<file path="src/rtl/fetcher_pkg.sv">
// Shared types for the instruction-fetch stage: fault codes, FSM states and the substitute NOP.
package fetcher_pkg;

  typedef enum logic [1:0] {
    FF_NONE       = 2'd0,
    FF_MISALIGNED = 2'd1,
    FF_BUS_ERR    = 2'd2,
    FF_TIMEOUT    = 2'd3
  } fetch_fault_t;

  typedef enum logic [1:0] {
    IDLE = 2'd0,
    ADDR = 2'd1,
    DATA = 2'd2,
    DONE = 2'd3
  } fetch_state_t;

  // addi x0,x0,0
  localparam logic [31:0] FETCH_NOP = 32'h0000_0013;

endpackage

</file>
<file path="src/rtl/fetcher_if.sv">
// AXI4-Lite-style read channel between the fetch stage (master) and instruction memory (slave).
interface fetcher_if;
  logic [31:0] m_araddr;
  logic        m_arvalid;
  logic        m_arready;
  logic [31:0] m_rdata;
  logic [1:0]  m_rresp;
  logic        m_rvalid;
  logic        m_rready;

  modport master (
    output m_araddr, m_arvalid, m_rready,
    input  m_arready, m_rdata, m_rresp, m_rvalid
  );

  modport slave (
    input  m_araddr, m_arvalid, m_rready,
    output m_arready, m_rdata, m_rresp, m_rvalid
  );
endinterface

</file>
<file path="src/rtl/fetcher.sv">
// Instruction-fetch stage: one bus read per start pulse, result published with a one-cycle pulse.
//   state | meaning
//   IDLE  | waiting for enabled; ADDR  | arvalid up, waiting for arready
//   DATA  | rready up, waiting for rvalid; DONE | completed pulse, results valid
module fetcher
  import fetcher_pkg::*;
#(
  parameter int unsigned TIMEOUT_CYCLES = 1023
) (
  input  logic         clk,
  input  logic         rstn,
  input  logic         enabled,
  output logic         completed,
  input  logic [31:0]  fetch_pc,
  output logic [31:0]  pc,
  output logic [31:0]  instr_raw,
  output fetch_fault_t fault,
  fetcher_if.master    bus
);

  localparam int unsigned TW = $clog2(TIMEOUT_CYCLES + 1);
  localparam logic [TW-1:0] TIMER_LAST = TW'(TIMEOUT_CYCLES - 1);

  fetch_state_t state, state_next;
  logic [TW-1:0] timer, timer_next;
  logic [31:0]   araddr_q, araddr_next;
  logic [31:0]   pc_next, instr_next;
  fetch_fault_t  fault_next;
  logic          aligned, ar_hs, r_hs, expired;

  assign aligned       = (fetch_pc[1:0] == 2'b00);
  assign ar_hs         = bus.m_arvalid && bus.m_arready;
  assign r_hs          = bus.m_rvalid && bus.m_rready;
  assign expired       = (timer == TIMER_LAST);
  assign bus.m_araddr  = araddr_q;

  always_ff @(posedge clk) begin
    if (!rstn) state <= IDLE;
    else       state <= state_next;
  end

  always_comb begin
    state_next = state;
    case (state)
      IDLE: if (enabled) state_next = aligned ? ADDR : DONE;
      ADDR: begin
        if (ar_hs)        state_next = DATA;
        else if (expired) state_next = DONE;
      end
      DATA: if (r_hs || expired) state_next = DONE;
      DONE: state_next = IDLE;
      default: state_next = IDLE;
    endcase
  end

  // Handshake strobes decode the registered state; datapath next-values are computed alongside.
  always_comb begin
    completed     = (state == DONE);
    bus.m_arvalid = (state == ADDR);
    bus.m_rready  = (state == DATA);
    araddr_next   = araddr_q;
    pc_next       = pc;
    instr_next    = instr_raw;
    fault_next    = fault;
    timer_next    = (timer == '1) ? timer : timer + 1'b1;
    case (state)
      IDLE: begin
        timer_next = '0;
        if (enabled) begin
          if (aligned) begin
            araddr_next = fetch_pc;
          end else begin
            pc_next    = fetch_pc;
            instr_next = FETCH_NOP;
            fault_next = FF_MISALIGNED;
          end
        end
      end
      ADDR: begin
        if (ar_hs) begin
          timer_next = '0;
        end else if (expired) begin
          pc_next    = araddr_q;
          instr_next = FETCH_NOP;
          fault_next = FF_TIMEOUT;
        end
      end
      DATA: begin
        if (r_hs) begin
          pc_next = araddr_q;
          if (bus.m_rresp == 2'b00) begin
            instr_next = bus.m_rdata;
            fault_next = FF_NONE;
          end else begin
            instr_next = FETCH_NOP;
            fault_next = FF_BUS_ERR;
          end
        end else if (expired) begin
          pc_next    = araddr_q;
          instr_next = FETCH_NOP;
          fault_next = FF_TIMEOUT;
        end
      end
      DONE: timer_next = '0;
      default: timer_next = '0;
    endcase
  end

  // pc/instr_raw/fault are published only as a fetch ends, so they hold steady otherwise.
  always_ff @(posedge clk) begin
    if (!rstn) begin
      timer     <= '0;
      araddr_q  <= '0;
      pc        <= '0;
      instr_raw <= FETCH_NOP;
      fault     <= FF_NONE;
    end else begin
      timer     <= timer_next;
      araddr_q  <= araddr_next;
      pc        <= pc_next;
      instr_raw <= instr_next;
      fault     <= fault_next;
    end
  end

endmodule

</file>
<file path="src/flat_wrapper.sv">
// flat-port wrapper written by rule: the top's interface ports become plain ports
module fetcher_flat import fetcher_pkg::*;
#(
  parameter int unsigned TIMEOUT_CYCLES = 1023
)
  (clk, rstn, enabled, completed, fetch_pc, pc, instr_raw, fault, bus_m_araddr, bus_m_arvalid, bus_m_rready, bus_m_arready, bus_m_rdata, bus_m_rresp, bus_m_rvalid);
  fetcher_if bus_i ();
  input  logic clk;
  input  logic rstn;
  input  logic enabled;
  output logic completed;
  input  logic [31:0] fetch_pc;
  output logic [31:0] pc;
  output logic [31:0] instr_raw;
  output fetch_fault_t fault;
  output wire logic [$bits(bus_i.m_araddr)-1:0] bus_m_araddr;
  output wire logic [$bits(bus_i.m_arvalid)-1:0] bus_m_arvalid;
  output wire logic [$bits(bus_i.m_rready)-1:0] bus_m_rready;
  input wire logic [$bits(bus_i.m_arready)-1:0] bus_m_arready;
  input wire logic [$bits(bus_i.m_rdata)-1:0] bus_m_rdata;
  input wire logic [$bits(bus_i.m_rresp)-1:0] bus_m_rresp;
  input wire logic [$bits(bus_i.m_rvalid)-1:0] bus_m_rvalid;
  assign bus_m_araddr = bus_i.m_araddr;
  assign bus_m_arvalid = bus_i.m_arvalid;
  assign bus_m_rready = bus_i.m_rready;
  assign bus_i.m_arready = bus_m_arready;
  assign bus_i.m_rdata = bus_m_rdata;
  assign bus_i.m_rresp = bus_m_rresp;
  assign bus_i.m_rvalid = bus_m_rvalid;
  fetcher #(.TIMEOUT_CYCLES(TIMEOUT_CYCLES)) u_core (.clk(clk), .rstn(rstn), .enabled(enabled), .completed(completed), .fetch_pc(fetch_pc), .pc(pc), .instr_raw(instr_raw), .fault(fault), .bus(bus_i));
endmodule
</file>
<file path="config.mk">
export PLATFORM = sky130hd
export DESIGN_NAME = fetcher_flat
export DESIGN_NICKNAME = d
export VERILOG_FILES = /design/src/rtl/fetcher_pkg.sv /design/src/rtl/fetcher_if.sv /design/src/rtl/fetcher.sv /design/src/flat_wrapper.sv
export SDC_FILE = /design/constraint.sdc
export NUM_CORES = 1
export LEC_CHECK = 0
export ABC_AREA = 1
export CORE_ASPECT_RATIO = 1.4
export CORE_UTILIZATION = 40
export CTS_BUF_LIST = sky130_fd_sc_hd__clkbuf_8
export DETAILED_ROUTE_END_ITERATION = 8
export DONT_BUFFER_PORTS = 1
export PLACE_DENSITY = 0.62
export SLEW_MARGIN = 40
export SYNTH_ARGS = -nofsm -noshare
export SYNTH_HDL_FRONTEND = slang
export SYNTH_SLANG_ARGS = --single-unit
</file>
<file path="constraint.sdc">
create_clock -name clk -period 1.65 [get_ports clk]
set_clock_uncertainty 0.05 [all_clocks]
set_input_delay 0.33 -clock clk [delete_from_list [all_inputs] [get_ports clk]]
set_output_delay 0.33 -clock clk [all_outputs]
set_load 0.005 [all_outputs]
</file>
======== Word level (Yosys, flattened, before mapping) ========
Index checks and enable logic that the tools add are counted.
operators by class
  add/sub/neg operators ................... 1
  equal/unequal tests ..................... 10
  muxes and demuxes ....................... 29
  reduce and logical (&&, ||, !) cells .... 11
operator list
  cell                                                                    count
  32-bit two-way mux                                                      11
  32-bit one-hot mux with 3 select lines                                  2
  2-bit two-way mux                                                       11
  10-bit equality test (second input constant)                            2
  10-bit two-way mux                                                      2
  10-bit one-hot mux with 2 select lines                                  1
  10-bit by 1-bit adder with 10-bit output (second input constant)        1
  2-bit inequality test (second input constant)                           4
  2-bit one-hot mux with 4 select lines                                   1
  2-bit logical NOT                                                       3
  2-bit one-hot mux with 3 select lines                                   1
  3-bit AND reduction                                                     2
  2-bit equality test (second input constant)                             2
  4-bit AND reduction                                                     1
  3-bit inequality test (second input constant)                           1
  3-bit nonzero test                                                      1
  2-bit by 1-bit equality test with 1-bit output (second input constant)  1
  1-bit logical AND                                                       2
  2-bit OR reduction                                                      1
  1-bit logical OR                                                        1
word-level totals
  register bits after elaboration ......... 110
  input port bits ......................... 71
  output and inout port bits .............. 101
  word-level logic and storage cells ...... 57

======== Depth between registers and ports, before layout ========
Gate-level depths: netlist of the first run.
  depth after elaboration ................. 5
  mapped depth ............................ 12
  gate-level depth less buffers ........... 10

======== Worst setup path after synthesis of the first run ========
Ideal clock, no wire load.
  path kind ............................... register to register
  start point ............................. register u_core.state[0]
  end point ............................... register u_core.pc[29]
  library setup time ...................... 119 ps
  arrival time ............................ 1666 ps
  data required time ...................... 1481 ps
  slack ................................... -186 ps
  stages on the path, launching flop included .. 10
  buffers on the path ..................... 1
  period minus slack after synthesis ...... 1836 ps
  path through ............................ dfxtp_1 > inv_1 > ha_1 > nand2_1 > clkinv_1 > nor2_2 > buf_6 > nand2_1 > nand2_1 > a21oi_1
on the way
  cells in the longest elaborated chain, start to end .. 4
  elaborated cells on any way between the ends .. 12
  those cells by class .................... eq/ne (5); mux (2); reduce/logical (5)
RTL lines
  item                                    RTL line            source
  from (decl)                             fetcher.sv:24       fetch_state_t state, state_next;
  from (signal assigned)                  fetcher.sv:39       else state <= state_next;
  2-bit equality test (*)                 fetcher.sv:60       bus.m_rready = (state == DATA);
  via bus_m_rready                        flat_wrapper.sv:18  output wire logic [$bits(bus_i.m_rready)-1:0] bus_m_rready;
  1-bit logical AND                       fetcher.sv:33       assign r_hs = bus.m_rvalid && bus.m_rready;
  32-bit two-way mux                      fetcher.sv:89       if (r_hs) begin
  32-bit one-hot mux with 3 select lines  fetcher.sv:66       case (state)
  to (signal assigned)                    fetcher.sv:120      pc <= pc_next;
  to (decl)                               fetcher.sv:15       output logic [31:0] pc,
Mark *: on every way through the listed nets, which the timed path passes. The rest lies on a longest branch.
A chain may end at the register's enable or synchronous reset.

======== Worst setup path in the final report of the first run ========
  start point ............................. register u_core.state[1]
  end point ............................... register u_core.pc[4]
on the way
  cells in the longest elaborated chain, start to end .. 4
  elaborated cells on any way between the ends .. 12
  those cells by class .................... eq/ne (5); mux (2); reduce/logical (5)
RTL lines
  item                                                                                   RTL line
  2-bit equality test or 2-bit by 1-bit equality test with 1-bit output (tied branches)  fetcher.sv:60, fetcher.sv:66, fetcher.sv:59
  1-bit logical AND (on tied branches)                                                   fetcher.sv:33, fetcher.sv:32
  32-bit two-way mux or 2-bit inequality test (tied branches)                            --
  32-bit one-hot mux with 3 select lines or 4-bit AND reduction (tied branches)          --
Several ways; a longest one is shown, not always the timed one.

==> metrics, run 1 <==
status finished with violations; failing checks setup timing; CP Launch Type register; ys async rst share 0%; all-layer global routing usage roughly 24%; Fill cells 1335; Crit Path Category reg2reg; Remaining DRCs 0; I/O Buffers 0; Place WS -134 ps; multiplexer share of the synthesized area 0%; Die Area 14200 um2; TNS Setup -84.0 ps; Leakage 2.90 nW; top-count cell post-synth nand2_1; final wirelength 17500 um; Die Height 140 um; Main synth FF type dfxtp_1; layer with the highest usage met2; critical path endpoint category register; Final Hold Fails 0; Post-Syn Area 5470 um2; layout cells sized above 1 20.0%; YS warnings 0; final net count roughly 940; final std cells w/o fill around 1100; Comb power frac between 50% and 60%; Synth cell types 34; met3 usage ~7.2%; GPL Wtd Cong 0.774; Initial Utilization about 41%; router iterations before antenna repair 5; sequential share of power 33.1%; Post-Layout Inst Area about 6900 um2; row count 50; Synth Net Count between 800 and 900; RSZ-0062 raised after global routing yes; vias per cell 5.19; largest family of logic cells by synthesized area simple AND/OR/NAND/NOR gates; Clk pwr share between 10 and 15%; internal power between 6 and 7 mW; top cell type's share of synthesized area 40.2%; worst-margin pin slew 488 ps; cell count after placement 998; mean post-synth cell area 6.67 um2; via count 5467; crit-path max FO 35; CTS root buffer clkbuf_8; Synth-to-Final Area Change 25.9%; Ant. Diodes 0; Final WS setup -25.4 ps; Final setup viols 11; Compound-Gate Fraction of Synth Area between 10% and 20%; final worst path period need about 1700 ps; Mapped Cells slightly above 800; most frequent cells after synthesis nand2_1, dfxtp_1, a21oi_1; Hold Path Class in2reg; required time of the critical path 1880 ps; fin crit share 102%; Cell Area, Placed between 5000 and 6000 um2; pin count of the biggest net entering global routing 37; total of max-cap violations 0; core area 13400 um2; fin util roughly half; boundary pin count around 170; Synth Area in Adders approximately 1.6%; met2 usage a little over two fifths; register area share after synthesis between 40% and 50%; met1 Use GR between 20% and 30%; XOR/XNOR Fraction of Synth Area 0.480%; remaining antenna violation count 0; total CTS buffers 9; clk slew on worst S/H paths between 100 and 150 ps; Synth area leader dfxtp_1; Avg WL per Cell between 15 and 20 um; grt total ovfl 0; initial DRC count roughly 270; simple-gate portion of the synthesized area 31.2%; Max Fclk about 0.60 GHz; CP Data Arrival Time approximately 1900 ps; Final HPWL DP 10700 um; vias in the first global route roughly 5100; max-slew violation count 0; largest buffer count on any clock path 2; worst rel slew slack 67.4%; clk_lat worst skew between 300 and 400 ps; synth top area cells dfxtp_1, nand2_1, a21oi_1; post-synthesis register bit count 110; Net Sw Frac roughly 45%; initial antenna violation count 0; first-pass GRT wire length between 20000 and 30000 um; CTS tree done; number of flops mapped to enable cells by yosys 0; CTS Sinks 110; switching pwr 5.21 mW; H-tree depth 3; pwr dens between 1500 and 2000 nW/um2; die width about 100 um; Max IR drop VDD 0.000719 V
worst max-delay path, stage by stage, from the launching register on:
cell     delay (ps)
dfxtp_4         410
inv_6            50
ha_4            180
nand2_4          90
nand4_4         140
buf_4           180
buf_12          170
a21oi_1         210
a21oi_2          80
per-layer routing:
layer	part of all wire, %	wire length (um)
met2	51	9020
met4	1.4	242
met1	40	6950
met5	0	0
met3	7.5	1320
final timing paths:
check | endpoint | cells after the start | slack, ps | startpoint
setup / recovery | u_core.pc[4] | 8 | -30 | u_core.state[1]
hold / removal | u_core.bus.m_araddr[11] | 2 | 20 | fetch_pc[11]
setup reg to reg | u_core.pc[4] | 8 | -30 | u_core.state[1]
hold reg to reg | u_core.bus.m_araddr[1] | 2 | 420 | u_core.bus.m_araddr[1]
logic make-up after synthesis:
family,Yosys count
adders and majority gates,7
DFF,110
buffers and inverters,116
AOI/OAI and AO/OA,189
xor gates and xnor gates,3
and+or+nand+nor,395
flip-flops by register name, summed over array words and instances, names as in the netlist:
name and count:
u_core.fault 2, u_core.timer 10, u_core.state 2, u_core.instr_raw 32, u_core.bus.m_araddr 32, u_core.pc 32
layout make-up:
class / count / area (um2) / share of cell area, %
inverters: 65 / 259 / 3.76
clock buffers: 10 / 138 / 2.00
multi-input cells: 594 / 3080 / 44.7
repair buffers: 86 / 938 / 13.6
well taps: 182 / 228 / 3.30
clock inverters: 6 / 37.5 / 0.545
flip-flops and latches: 110 / 2210 / 32.1
power by group through the flow:
stage | clock network [mW] | logic, mW | registers, mW
after floorplan | 0 | 3.34 | 3.63
after global placement | 0 | 4.72 | 3.83
after detailed placement | 0 | 4.75 | 3.83
after CTS | 1.60 | 5.52 | 3.77
after global routing | 1.72 | 6.73 | 3.87
final | 1.54 | 6.13 | 3.80
what timing repair did:
action                     4_1_cts  5_1_grt
pin swaps                        5       24
gates resized for setup         20       72
hold buffers                    21        3
hold endpoints to repair        38        3
setup endpoints to repair       58       77
setup buffers                    5        8
cloned                           4        2
per-stage QoR:
step | power [mW] | hold WS [ps]
after floorplan | 6.97 | 395
after global placement | 8.55 | 411
after detailed placement | 8.58 | 410
after CTS | 10.9 | 0.152
after global routing | 12.3 | 2.34
final | 11.5 | 18.3
placed cells by master, fill, tap and decap left out, types with 3 or more instances in the layout:
master         Yosys  final
nor2_1            64     62
buf_4              3     41
dlygate4sd3_1      0     23
nand3_1           41     31
nand3b_1           3      3
nand2_4            0      3
dfxtp_2            0      3
nand4_1           27     27
ha_4               0      3
nand2_1          241    232
buf_8              0      3
o21ai_0           73     73
nor2_4             3      7
buf_6              5      4
clkbuf_8           0     10
inv_4              0      4
buf_12             0     10
nand3_2            0     10
nand2_2            5     11
inv_1             57     52
a21oi_1          108     75
inv_2              7      9
a21oi_2            0     33
dfxtp_1          110    105
(Power assumes the default switching activity.)
==> run 2: changes to the inputs <==
--- a/config.mk
+++ b/config.mk
@@ -11,7 +11,7 @@
 export CTS_BUF_LIST = sky130_fd_sc_hd__clkbuf_8
 export DETAILED_ROUTE_END_ITERATION = 8
 export DONT_BUFFER_PORTS = 1
-export PLACE_DENSITY = 0.62
+export PLACE_DENSITY = 0.58
 export SLEW_MARGIN = 40
 export SYNTH_ARGS = -nofsm -noshare
 export SYNTH_HDL_FRONTEND = slang
==> run 2 against run 1 <==
  * The run still ends with setup timing left
  * Sequential power hardly changed
  * First-iteration DRC count is 18% lower
  * Count of clock-buffer cells in the layout is 1 lower
  * Maximum frequency is 2.5% lower
  * Final area is 0.73% higher
  * Power is 4.9% higher
  * Sequential share of layout area is 0.29 points lower
  * Cell count is 0.19% higher
==> metrics, run 2 (same netlist as run 1, synthesis figures left out) <==
worst rel slew slack 74.4% (+7.0 points); largest buffer count on any clock path 2 (unchanged); required time of the critical path 1930 ps (+50 ps); initial DRC count 219 (-18%); failing checks setup timing; router iterations before antenna repair 5 (unchanged); CTS Sinks 110 (unchanged); initial antenna violation count 0 (unchanged); CP Launch Type register; boundary pin count 172 (unchanged); final hold slack 23.0 ps (+4.70 ps); vias per cell 5.38 (+3.6%); status finished with violations; Final HPWL DP 11500 um (+6.9%); total of max-cap violations 0 (unchanged); Cell Area, Placed 5900 um2 (-0.90%); core area 13400 um2 (unchanged); Avg WL per Cell 17.1 um (+2.7%); CTS tree done; fin crit share 104% (+2.6 points); layout cells sized above 1 19.5% (-0.50 points); final wirelength 18000 um (+2.9%); CP Data Arrival Time 2000 ps (+90 ps); clk_lat worst skew 380 ps (about the same); Ant. Diodes 0 (unchanged); Place WS -116 ps (+18.6 ps); Leakage 2.98 nW (+2.8%); Die Area 14200 um2 (unchanged); fin util 51.8% (+0.37 points); first-pass GRT wire length 27000 um (+1.6%); GPL Wtd Cong 0.796 (+2.9%); Remaining DRCs 0 (unchanged); Max IR drop VDD 0.00109 V (+52%); CTS root buffer clkbuf_8; total CTS buffers 9 (unchanged); die width 101 um (unchanged); Final Hold Fails 0 (unchanged); pwr dens 1730 nW/um2 (+4.1%); Hold Path Class in2reg; Die Height 140 um (unchanged); Final WS setup -68.4 ps (-43.0 ps); I/O Buffers 0 (unchanged); critical path endpoint category register; Crit Path Category reg2reg; most common library cell in the layout ignoring fill and taps nand2_1; vias in the first global route 5469 (+8.1%); Post-Layout Inst Area 6940 um2 (+0.73%); crit-path max FO 7 (-80%); max-slew violation count 0 (unchanged); via count 5677 (+3.8%); Final setup viols 31 (+20); final net count 946 (+0.21%); all-layer global routing usage 24.3% (-0.062 points); remaining antenna violation count 0 (unchanged); row count 50 (unchanged); clk slew on worst S/H paths 120 ps (about the same); H-tree depth 3 (unchanged); grt total ovfl 0 (unchanged); pin count of the biggest net entering global routing 55 (+49%); Synth-to-Final Area Change 26.8%; worst-margin pin slew 384 ps (-104 ps); RSZ-0062 raised after global routing yes; Max Fclk 0.582 GHz (-2.5%); final worst path period need 1720 ps (+43.0 ps); most frequent cells in the layout nand2_1, dfxtp_1, a21oi_1; Initial Utilization 40.9% (unchanged)
[run 2: area by class of cell]
class	count	area, um2
clock buffer	9	124
clock inverter	7	75.1
fill	1338	6450
inverter	65	256
multi-input combinational	594	3040
sequential	110	2210
tap	182	228
timing repair buffer	88	1010
[run 2: path summary, 6_finish.rpt]
kind,slack [ps],end,startpoint,cells after the start
worst min register to register,440,u_core.instr_raw[10],u_core.instr_raw[10],2
worst max-delay path,-70,u_core.instr_raw[28],u_core.state[1],10
worst max register to register,-70,u_core.instr_raw[28],u_core.state[1],10
worst min-delay path,20,u_core.instr_raw[30],bus_m_rdata[30],2
[run 2: what timing repair did]
| action | CTS | global route |
|---|---|---|
| cloned | 5 | 6 |
| setup buffers | 13 | 9 |
| hold buffers | 5 | 7 |
| endpoints found under the setup margin | 87 | 76 |
| endpoints found under the hold margin | 5 | 7 |
| gates resized for setup | 28 | 48 |
| pin swaps | 3 | 6 |
[run 2: critical path, cell delays in order (launching register included)]
cell and delay [ps]:
dfxtp_4 410, inv_4 60, ha_4 180, nand2_4 90, nand4_4 140, nor3_4 140, buf_6 160, buf_12 120
clkbuf_16 150, nand2_4 40, a21oi_2 120
[run 2: stage by stage]
| step | power, mW | TNS (ps) | cells |
|---|---|---|---|
| 6_report | 12.0 | -1130 | 1055 |
| 5_1_grt | 12.8 | -7440 | 1055 |
| 4_1_cts | 11.2 | -1920 | 1034 |
| 3_5_place_dp | 8.59 | -2890 | 995 |
| 3_3_place_gp | 8.45 | -957 | 995 |
| 2_1_floorplan | 6.97 | 0 | 820 |
[run 2: power breakdown]
| part | total (mW) | internal (mW) | switching (mW) |
|---|---|---|---|
| combinational | 6.58 | 2.88 | 3.71 |
| sequential | 3.78 | 3.16 | 0.619 |
| clock | 1.65 | 0.600 | 1.05 |
| total | 12.0 | 6.64 | 5.38 |
[run 2: layer usage]
metal  vias up  share of wire [%]  wire, um  GRT usage, %
met5         -                  0         0             0
met4         0                2.1       380          9.38
met3        27                8.8      1580          8.58
met2       208                 52      9370          43.5
met1      2674                 37      6710          25.6
li1       2768                  -         -             -
==> run 3: changes to the inputs <==
--- a/config.mk
+++ b/config.mk
@@ -6,12 +6,14 @@
 export NUM_CORES = 1
 export LEC_CHECK = 0
 export ABC_AREA = 1
+export CELL_PAD_IN_SITES_DETAIL_PLACEMENT = 0
+export CELL_PAD_IN_SITES_GLOBAL_PLACEMENT = 2
 export CORE_ASPECT_RATIO = 1.4
-export CORE_UTILIZATION = 40
+export CORE_UTILIZATION = 31
 export CTS_BUF_LIST = sky130_fd_sc_hd__clkbuf_8
 export DETAILED_ROUTE_END_ITERATION = 8
 export DONT_BUFFER_PORTS = 1
-export PLACE_DENSITY = 0.58
+export PLACE_DENSITY = 0.8
 export SLEW_MARGIN = 40
 export SYNTH_ARGS = -nofsm -noshare
 export SYNTH_HDL_FRONTEND = slang
==> run 3 against run 2 <==
  * The flow still finishes with violations (setup timing)
  * Cell count is 6.6% higher
  * Critical path depth stayed put
  * Sequential share of layout area is 1.4 points lower
  * Combinational power is 2% higher
  * First-iteration DRC count is 30% higher
  * Final area is 5.0% higher
  * Global-route usage is 3.6 points lower
  * Via count is 0.97% higher
  * Non-clock buffer count is 16 higher
==> metrics, run 3 (same netlist as run 1, synthesis figures left out) <==
R2R cell count 10 (unchanged); Remaining DRCs 0 (unchanged); Worst Min Path Start fetch_pc[3]; H-tree depth 3 (unchanged); Max Fclk 0.588 GHz (+1.0%); core area 17300 um2 (+29%); clk_lat worst skew 400 ps (+20 ps); Final WS setup -51.0 ps (+17.4 ps); worst rel slew slack 62.9% (-11 points); area occupied by registers 2220 um2 (+0.34%); first-pass GRT wire length 29300 um (+8.3%); pwr dens 1680 nW/um2 (-2.8%); Ant. Diodes 0 (unchanged); Hold Path Class in2reg; failing checks setup timing; worst-margin pin slew 554 ps (+171 ps); die width 114 um (+13%); Crit Path Category reg2reg; Avg WL per Cell 17.1 um (about the same); CTS root buffer clkbuf_8; worst-case hold path end point u_core.bus.m_araddr[3]; total of max-cap violations 0 (unchanged); initial antenna violation count 0 (unchanged); max-slew violation count 0 (unchanged); crit-path max FO 7 (unchanged); Final setup viols 37 (+19%); most common library cell in the layout ignoring fill and taps nand2_1; final net count 962 (+1.7%); fin crit share 103% (-1.1 points); Final Total Pwr 12.3 mW (+2.1%); final wirelength 19200 um (+6.6%); final worst path period need 1700 ps (-17.4 ps); R2R Path End u_core.instr_raw[11]; hold depth 2 (unchanged); most frequent cells in the layout nand2_1, dfxtp_1, a21oi_1; remaining antenna violation count 0 (unchanged); CP Launch Type register; GPL Wtd Cong 0.803 (+0.87%); required time of the critical path 1870 ps (-60 ps); launching point of the worst reg2reg path u_core.state[0]; critical path endpoint category register; CP Data Arrival Time 1920 ps (-80 ps); Final HPWL DP 11900 um (+4.0%); all-layer global routing usage 20.7% (-3.6 points); largest buffer count on any clock path 2 (unchanged); via count 5732 (+0.97%); Leakage 3.06 nW (+2.6%); I/O Buffers 0 (unchanged); Max IR drop VDD 0.000988 V (-9.7%); total CTS buffers 9 (unchanged); TNS Setup -789 ps (+337 ps); status finished with violations; Fill cells 1749 (+31%); Die Height 159 um (+13%); vias in the first global route 5614 (+2.7%); pin count of the biggest net entering global routing 44 (-20%); multi-input logic area 3110 um2 (+2.6%); Synth-to-Final Area Change 33.2%; row count 57 (+14%); RSZ-0062 raised after global routing yes; CTS tree done; boundary pin count 172 (unchanged); layout cells sized above 1 20.1% (+0.66 points); reg2reg setup slack -50 ps (+20 ps); CTS Sinks 110 (unchanged); grt total ovfl 0 (unchanged); router iterations before antenna repair 5 (unchanged); initial DRC count 284 (+30%); vias per cell 5.10 (-5.3%); Final Hold Fails 0 (unchanged); Die Area 18200 um2 (+29%); Initial Utilization 31.6% (-9.3 points); clk slew on worst S/H paths 120 ps (about the same)
-- run 3: through the flow --
step	cell area (um2)	hold slack (ps)	std cells	util [%]	setup WS, ps
floorplan	5520	395	820	-	4.56
global placement	6030	418	1049	34.8	-24.7
detailed placement	6030	424	1049	34.8	-53.1
CTS	6940	0.0341	1112	40.0	-41.8
global route	7290	3.00	1125	42.0	-131
finish	7290	19.5	1125	42.0	-51.0
-- run 3: critical path, cell delays in order (launching register included) --
cell     delay (ps)
dfxtp_4         420
inv_4            60
ha_4            180
nand2_4         100
nand4_4         150
inv_4           140
nand2_8          90
buf_12          140
buf_16          130
nand2_2          50
a21oi_1          50
-- run 3: report_power, final --
group	switching, mW	leakage [nW]	internal, mW
clock network	1.02	0.106	0.772
logic	3.80	2.05	2.88
registers	0.639	0.901	3.17
-- run 3: worst max-delay path by stage --
stage,from,to,slack [ps],cells past startpoint
finish,u_core.state[0],u_core.instr_raw[11],-50,10
global route,u_core.timer[0],u_core.pc[25],-130,12
CTS,u_core.state[0],u_core.pc[20],-40,12
detailed placement,u_core.state[0],u_core.bus.m_araddr[9],-50,7
global placement,u_core.timer[0],u_core.state[1],-20,10
floorplan,u_core.state[0],u_core.instr_raw[10],5,9
-- run 3: repair_timing --
| item | 4_1_cts | 5_1_grt |
|---|---|---|
| hold buffers | 36 | 1 |
| gates resized for setup | 42 | 53 |
| endpoints found under the hold margin | 39 | 1 |
| gates cloned | 4 | 3 |
| setup buffers | 8 | 10 |
| setup endpoints to repair | 62 | 74 |
| pin swaps | 12 | 16 |
-- run 3: layer usage --
layer	GRT usage, %	wire length [um]
met5	0	0
met4	7.85	391
met3	6.66	1440
met1	22.3	7550
met2	36.9	9860
-- run 3: cell type report --
class                      instances  area share [%]
tap                              236            4.05
multi-input combinational        594            42.7
sequential                       110            30.4
inverter                          65            3.62
timing repair buffer             104            16.2
clock buffer                      10            1.89
clock inverter                     6            1.03
